[src/rtl/ioctl_upload_responder_pkg.sv]
// Shared types and constants for the ioctl save-data upload responder.
package gnw_ioctl_pkg;

  typedef enum logic {IDLE, FETCH} state_t;

  localparam logic [7:0]  SAVE_INDEX_DEF = 8'd1;
  localparam int          IOCTL_ADDR_W   = 25;
  localparam int          IOCTL_DATA_W   = 16;
  localparam logic [15:0] TIMEOUT_FILL   = 16'hFFFF;

endpackage

[src/rtl/ioctl_upload_responder_if.sv]
// ioctl upload bus plus the save-memory read port, seen from the responder (slave)
// and from hps_io / the core memory (master).
interface ioctl_upload_responder_if
  import gnw_ioctl_pkg::*;
#(
  parameter int MEM_ADDR_W = 12
);
  logic                    ioctl_upload;
  logic [7:0]              ioctl_index;
  logic                    ioctl_rd;
  logic [IOCTL_ADDR_W-1:0] ioctl_addr;
  logic [IOCTL_DATA_W-1:0] ioctl_din;
  logic                    ioctl_wait;
  logic                    ioctl_upload_req;
  logic                    mem_rd_req;
  logic [MEM_ADDR_W-1:0]   mem_addr;
  logic                    mem_ack;
  logic [15:0]             mem_data;

  modport slave (
    input  ioctl_upload, ioctl_index, ioctl_rd, ioctl_addr, mem_ack, mem_data,
    output ioctl_din, ioctl_wait, ioctl_upload_req, mem_rd_req, mem_addr
  );

  modport master (
    output ioctl_upload, ioctl_index, ioctl_rd, ioctl_addr, mem_ack, mem_data,
    input  ioctl_din, ioctl_wait, ioctl_upload_req, mem_rd_req, mem_addr
  );
endinterface

[src/rtl/ioctl_upload_responder_rise_detect.sv]
// Rising-edge detector: registered history of the level, pulse while level is newly high.
module gnw_rise_detect (
  input  logic clk_sys_99_287,
  input  logic RESET,
  input  logic level,
  output logic rise
);
  logic prev;

  always_ff @(posedge clk_sys_99_287) begin
    if (RESET) prev <= 1'b0;
    else       prev <= level;
  end

  assign rise = level & ~prev;
endmodule

[src/rtl/ioctl_upload_responder.sv]
// Save-data upload responder: serves HPS read strobes from core memory, tracks dirty, requests autosave.
// Optional fetch watchdog enabled by defining GNW_UPLOAD_TIMEOUT_EN.
//
// state | meaning
// IDLE  | waiting for a selected ioctl_rd
// FETCH | mem_rd_req held, HPS stalled via ioctl_wait until mem_ack
module ioctl_upload_responder
  import gnw_ioctl_pkg::*;
#(
  parameter int         MEM_ADDR_W     = 12,
  parameter logic [7:0] SAVE_INDEX     = SAVE_INDEX_DEF,
  parameter int         TIMEOUT_CYCLES = 1024
) (
  input  logic clk_sys_99_287,
  input  logic RESET,
  ioctl_upload_responder_if.slave bus,
  input  logic osd_status,
  input  logic dirty_wr,
  output logic dirty
`ifdef GNW_UPLOAD_TIMEOUT_EN
  ,output logic timeout_err
`endif
);
  state_t state;
  logic   index_match, rd_sel, upload_rise, osd_rise;
  logic   unused_addr;

  assign index_match = bus.ioctl_upload & (bus.ioctl_index == SAVE_INDEX);
  assign rd_sel      = bus.ioctl_rd & index_match;
  assign unused_addr = &{1'b0, bus.ioctl_addr[IOCTL_ADDR_W-1:MEM_ADDR_W+1], bus.ioctl_addr[0]};

  gnw_rise_detect u_upload_rise (
    .clk_sys_99_287 (clk_sys_99_287),
    .RESET          (RESET),
    .level          (index_match),
    .rise           (upload_rise)
  );

  gnw_rise_detect u_osd_rise (
    .clk_sys_99_287 (clk_sys_99_287),
    .RESET          (RESET),
    .level          (osd_status),
    .rise           (osd_rise)
  );

`ifdef GNW_UPLOAD_TIMEOUT_EN
  localparam int TO_W = $clog2(TIMEOUT_CYCLES + 1);
  logic [TO_W-1:0] to_cnt;
`else
  localparam int unused_timeout = TIMEOUT_CYCLES;
`endif

  always_ff @(posedge clk_sys_99_287) begin
    if (RESET) begin
      state          <= IDLE;
      bus.ioctl_din  <= '0;
      bus.ioctl_wait <= 1'b0;
      bus.mem_rd_req <= 1'b0;
      bus.mem_addr   <= '0;
`ifdef GNW_UPLOAD_TIMEOUT_EN
      to_cnt         <= '0;
      timeout_err    <= 1'b0;
`endif
    end else begin
      case (state)
        IDLE: if (rd_sel) begin
          bus.mem_addr   <= bus.ioctl_addr[MEM_ADDR_W:1];
          bus.mem_rd_req <= 1'b1;
          bus.ioctl_wait <= 1'b1;
`ifdef GNW_UPLOAD_TIMEOUT_EN
          to_cnt         <= TO_W'(TIMEOUT_CYCLES - 1);
`endif
          state          <= FETCH;
        end
        FETCH: begin
          // Ack is checked first so a same-cycle ack beats the watchdog.
          if (bus.mem_ack) begin
            bus.ioctl_din  <= bus.mem_data;
            bus.mem_rd_req <= 1'b0;
            bus.ioctl_wait <= 1'b0;
            state          <= IDLE;
          end
`ifdef GNW_UPLOAD_TIMEOUT_EN
          else if (to_cnt == '0) begin
            bus.ioctl_din  <= TIMEOUT_FILL;
            bus.mem_rd_req <= 1'b0;
            bus.ioctl_wait <= 1'b0;
            timeout_err    <= 1'b1;
            state          <= IDLE;
          end else begin
            to_cnt <= to_cnt - 1'b1;
          end
`endif
        end
        default: state <= IDLE;
      endcase
    end
  end

  always_ff @(posedge clk_sys_99_287) begin
    if (RESET) begin
      dirty                <= 1'b0;
      bus.ioctl_upload_req <= 1'b0;
    end else begin
      if (dirty_wr)         dirty <= 1'b1;
      else if (upload_rise) dirty <= 1'b0;
      bus.ioctl_upload_req <= osd_rise & dirty & ~bus.ioctl_upload;
    end
  end
endmodule

[src/flat_wrapper.sv]
// flat-port wrapper written by rule: the top's interface ports become plain ports
module ioctl_upload_responder_flat import gnw_ioctl_pkg::*;
#(
  parameter int         MEM_ADDR_W     = 12,
  parameter logic [7:0] SAVE_INDEX     = SAVE_INDEX_DEF,
  parameter int         TIMEOUT_CYCLES = 1024
)
  (clk_sys_99_287, RESET, osd_status, dirty_wr, dirty, bus_ioctl_upload, bus_ioctl_index, bus_ioctl_rd, bus_ioctl_addr, bus_mem_ack, bus_mem_data, bus_ioctl_din, bus_ioctl_wait, bus_ioctl_upload_req, bus_mem_rd_req, bus_mem_addr);
  ioctl_upload_responder_if #(.MEM_ADDR_W(MEM_ADDR_W)) bus_i ();
  input  logic clk_sys_99_287;
  input  logic RESET;
  input  logic osd_status;
  input  logic dirty_wr;
  output logic dirty;
  input wire logic [$bits(bus_i.ioctl_upload)-1:0] bus_ioctl_upload;
  input wire logic [$bits(bus_i.ioctl_index)-1:0] bus_ioctl_index;
  input wire logic [$bits(bus_i.ioctl_rd)-1:0] bus_ioctl_rd;
  input wire logic [$bits(bus_i.ioctl_addr)-1:0] bus_ioctl_addr;
  input wire logic [$bits(bus_i.mem_ack)-1:0] bus_mem_ack;
  input wire logic [$bits(bus_i.mem_data)-1:0] bus_mem_data;
  output wire logic [$bits(bus_i.ioctl_din)-1:0] bus_ioctl_din;
  output wire logic [$bits(bus_i.ioctl_wait)-1:0] bus_ioctl_wait;
  output wire logic [$bits(bus_i.ioctl_upload_req)-1:0] bus_ioctl_upload_req;
  output wire logic [$bits(bus_i.mem_rd_req)-1:0] bus_mem_rd_req;
  output wire logic [$bits(bus_i.mem_addr)-1:0] bus_mem_addr;
  assign bus_i.ioctl_upload = bus_ioctl_upload;
  assign bus_i.ioctl_index = bus_ioctl_index;
  assign bus_i.ioctl_rd = bus_ioctl_rd;
  assign bus_i.ioctl_addr = bus_ioctl_addr;
  assign bus_i.mem_ack = bus_mem_ack;
  assign bus_i.mem_data = bus_mem_data;
  assign bus_ioctl_din = bus_i.ioctl_din;
  assign bus_ioctl_wait = bus_i.ioctl_wait;
  assign bus_ioctl_upload_req = bus_i.ioctl_upload_req;
  assign bus_mem_rd_req = bus_i.mem_rd_req;
  assign bus_mem_addr = bus_i.mem_addr;
  ioctl_upload_responder #(.MEM_ADDR_W(MEM_ADDR_W), .SAVE_INDEX(SAVE_INDEX), .TIMEOUT_CYCLES(TIMEOUT_CYCLES)) u_core (.clk_sys_99_287(clk_sys_99_287), .RESET(RESET), .bus(bus_i), .osd_status(osd_status), .dirty_wr(dirty_wr), .dirty(dirty));
endmodule
[config.mk]
export PLATFORM = sky130hd
export DESIGN_NAME = ioctl_upload_responder_flat
export DESIGN_NICKNAME = d
export VERILOG_FILES = /design/src/rtl/ioctl_upload_responder_pkg.sv /design/src/rtl/ioctl_upload_responder_if.sv /design/src/rtl/ioctl_upload_responder_rise_detect.sv /design/src/rtl/ioctl_upload_responder.sv /design/src/flat_wrapper.sv
export SDC_FILE = /design/constraint.sdc
export NUM_CORES = 1
export LEC_CHECK = 0
export CAP_MARGIN = 20
export CORE_UTILIZATION = 35
export CTS_BUF_LIST = sky130_fd_sc_hd__clkbuf_16
export DETAILED_ROUTE_END_ITERATION = 10
export PLACE_DENSITY = 0.9
export REMOVE_ABC_BUFFERS = 1
export SYNTH_ARGS = -nofsm -noshare
export SYNTH_HDL_FRONTEND = slang
export SYNTH_SLANG_ARGS = --single-unit
[constraint.sdc]
create_clock -name clk_sys_99_287 -period 1.8 [get_ports clk_sys_99_287]
set_input_delay 0.18 -clock clk_sys_99_287 [delete_from_list [all_inputs] [get_ports clk_sys_99_287]]
set_output_delay 0.18 -clock clk_sys_99_287 [all_outputs]
set_load 0.005 [all_outputs]
==> summary.md <==
| Metric | Value |
|---|---|
| Hold-fix buffers at CTS | `0` |
| Dpl hpwl | `2350 µm` |
| CTS resizes | `0` |
| Worst-Margin Slew | `0.560 ns` |
| TritonCTS Buffers | `5` |
| Initial antenna violation count | `0` |
| Iter 0 DRT Violations | `53` |
| Post-synth cell types | `22` |
| # placed instances | `265` |
| Post-layout min period | `1.65 ns` |
| Vias per inst | `4.48` |
| Wirelength, routed | `3140 µm` |
| Remaining DRCs | `0` |
| RD Place Congestion | `0.756` |
| Layout Area Growth over Synthesis | `69.8%` |
| # diodes | `0` |
| Nets | `280` |
| Die X | `64.1 µm` |
| Vias in the first global route | `1,189` |
| Synthesized area per cell | `9.18 µm²` |
| Met1 Use GR | `18.3%` |
| Max-Cap Viols | `0` |
| Critical Path Start Type | `input port` |
| CTS Sinks | `34` |
| Mapped cell area | `1350 µm²` |
| First-pass DRT Iterations | `4` |
| Total setup buffers inserted after CTS | `0` |
| Crit path required time | `1.99 ns` |
| Setup-failing EPs final | `0` |
| Crit-path max FO | `14` |
| Global route hottest layer | `met2` |
| Critical Path AT | `1.84 ns` |
| Row count | `22` |
| Worst hold path type | `flop to flop` |
| Fin crit share | `91.6%` |
| Maximum VDD drop | `0.401 mV` |
| Gr usage total | `16.1%` |
| M2 GR Usage | `30.1%` |
| Placed cell area | `2160 µm²` |
| Pin count of the biggest net entering global routing | `22` |
| First-pass GRT wire length | `5220 µm` |
| Setup TNS Final | `0 ns` |
| # fillers | `310` |
| Asr flop ratio synth | `0%` |
| Worst-case hold slack | `0.449 ns` |
| Skew-Pair Late Insertion Delay | `0.26 ns` |
| Final instance area | `2290 µm²` |
| Most used flip-flop cell after synthesis | `dfxtp_1` |
| Unrepaired setup endpoints after global routing | `false` |
| H-tree Lvls | `2` |
| Core box area | `3690 µm²` |
| Synth warn | `0` |
| Met3 Use GR | `5.00%` |
| Post-synthesis sequential area ratio | `50.4%` |
| Routed len/inst | `11.5 µm` |
| Die Y | `64.1 µm` |
| Clock Skew | `0.00161 ns` |
| Buffers on Ports | `74` |
| FF+latch count, synth | `34` |
| Antenna-violating nets left | `0` |
| Full die area | `4110 µm²` |
| Ports | `88` |
| Worst setup EP type | `flop` |
| Cell count after synthesis | `147` |
| Clock buffer depth | `2` |
| Hold Vio Cnt, Final | `0` |
| Starting Density | `36.6%` |
| Vias | `1,223` |
| Root Driver | `clkbuf_16` |
| Layout cells sized above 1 | `5.78%` |
| Clk pin slew, worst setup/hold paths | `0.05 ns` |
| Leakage | `0.000809 µW` |
| Headroom to the max-slew limit | `62.7%` |
| Total grt overflow | `0` |
| CP Class | `input port to flop` |
| Pwr Density | `727 nW/µm²` |
| Fmax | `0.606 GHz` |
| Post-synth EDFFs | `0` |
| Post-Layout Cell Count | `273` |
| CTS tree | `yes` |
| Final slew viol count | `0` |
| Status | `finished clean` |
## critical path: stages
cell	delay [ns]
clkdlybuf4s50_1	0.40
or4b_4	0.56
nor4_4	0.29
buf_12	0.20
mux2i_1	0.20
## synthesized netlist by cell type, drive strengths merged (2+ instances only)
library cell / number / share of area (%)
and2: 2 / 0.93
dfxtp: 34 / 50
or4b: 2 / 1.8
a21oi: 17 / 6.3
mux2i: 12 / 8.9
buf: 3 / 1.9
clkbuf: 7 / 1.9
nor2b: 2 / 0.93
nand2: 33 / 9.2
o21ba: 2 / 1.5
or4: 2 / 1.1
nand2b: 25 / 12
## area by class of cell
type / instances / area [µm²] / share of cell area [%]
Timing Repair Buffer: 80 / 798 / 34.8
Inverter: 1 / 3.75 / 0.164
Tap cell: 48 / 60.1 / 2.62
Clock buffer: 5 / 125 / 5.46
Clock inverter: 3 / 11.3 / 0.491
Multi-Input combinational cell: 102 / 613 / 26.7
Sequential cell: 34 / 681 / 29.7
## cell families after synthesis
| family | count (synthesis) | share of synthesized area, % |
|---|---|---|
| AO/OA/AOI/OAI | 20 | 8.34 |
| buffers and inverters | 11 | 4.17 |
| flip-flops | 34 | 50.4 |
| multiplexers | 12 | 8.90 |
| AND/OR/NAND/NOR | 70 | 28.2 |
## placed cells by master (no fill, tap or decap), drive strengths merged, types with 2 or more instances in the layout
cell | synthesis | layout
clkdlybuf4s50 | 0 | 74
dfxtp | 34 | 34
nand2 | 33 | 33
nand2b | 25 | 25
a21oi | 17 | 17
mux2i | 12 | 12
buf | 3 | 6
clkbuf | 7 | 5
clkinv | 0 | 3
o21ba | 2 | 2
or4 | 2 | 2
nor2b | 2 | 2
or4b | 2 | 2
and2 | 2 | 2
## per-layer routing
layer	part of all wire (%)	vias to the layer above
met5	0	-
met4	0	0
met3	6.4	0
met2	50	48
met1	43	545
li1	-	630
## flip-flops by register name, indices dropped and copies added (netlist names)
register,flops
u_core.bus.ioctl_din,16
u_core.bus.mem_addr,12
u_core.bus.ioctl_upload_req,1
u_core.bus.mem_rd_req,1
u_core.dirty,1
u_core.state,1
u_core.u_osd_rise.prev,1
u_core.u_upload_rise.prev,1
## final timing paths
kind	from	to	slack [ns]	cells past startpoint
max	bus_ioctl_index[1]	u_core.bus.mem_addr[2]$_SDFFE_PP0P_	0.15	5
min	u_core.bus.ioctl_din[1]$_SDFFE_PP0P_	u_core.bus.ioctl_din[1]$_SDFFE_PP0P_	0.45	2
max reg2reg	u_core.state$_SDFF_PP0_	u_core.bus.mem_addr[2]$_SDFFE_PP0P_	0.24	4
min reg2reg	u_core.bus.ioctl_din[1]$_SDFFE_PP0P_	u_core.bus.ioctl_din[1]$_SDFFE_PP0P_	0.45	2
## through the flow
step                      util [%]  setup slack, ns  total power (µW)
final                         62.1            0.150              1670
after global routing          62.1           0.0880              1740
after CTS                     62.1            0.156              1690
after detailed placement      58.4           -0.114               919
after global placement        58.4          -0.0659               917
after floorplan                  -           0.0149               800
## report_power, final
part	leakage (µW)	switching [µW]	total, µW	internal, µW
combinational	0.000469	38.8	144	105
sequential	0.000274	1.95	760	758
clock	0.0000663	268	764	496
Note: power is estimated with default switching activity, not from simulation.
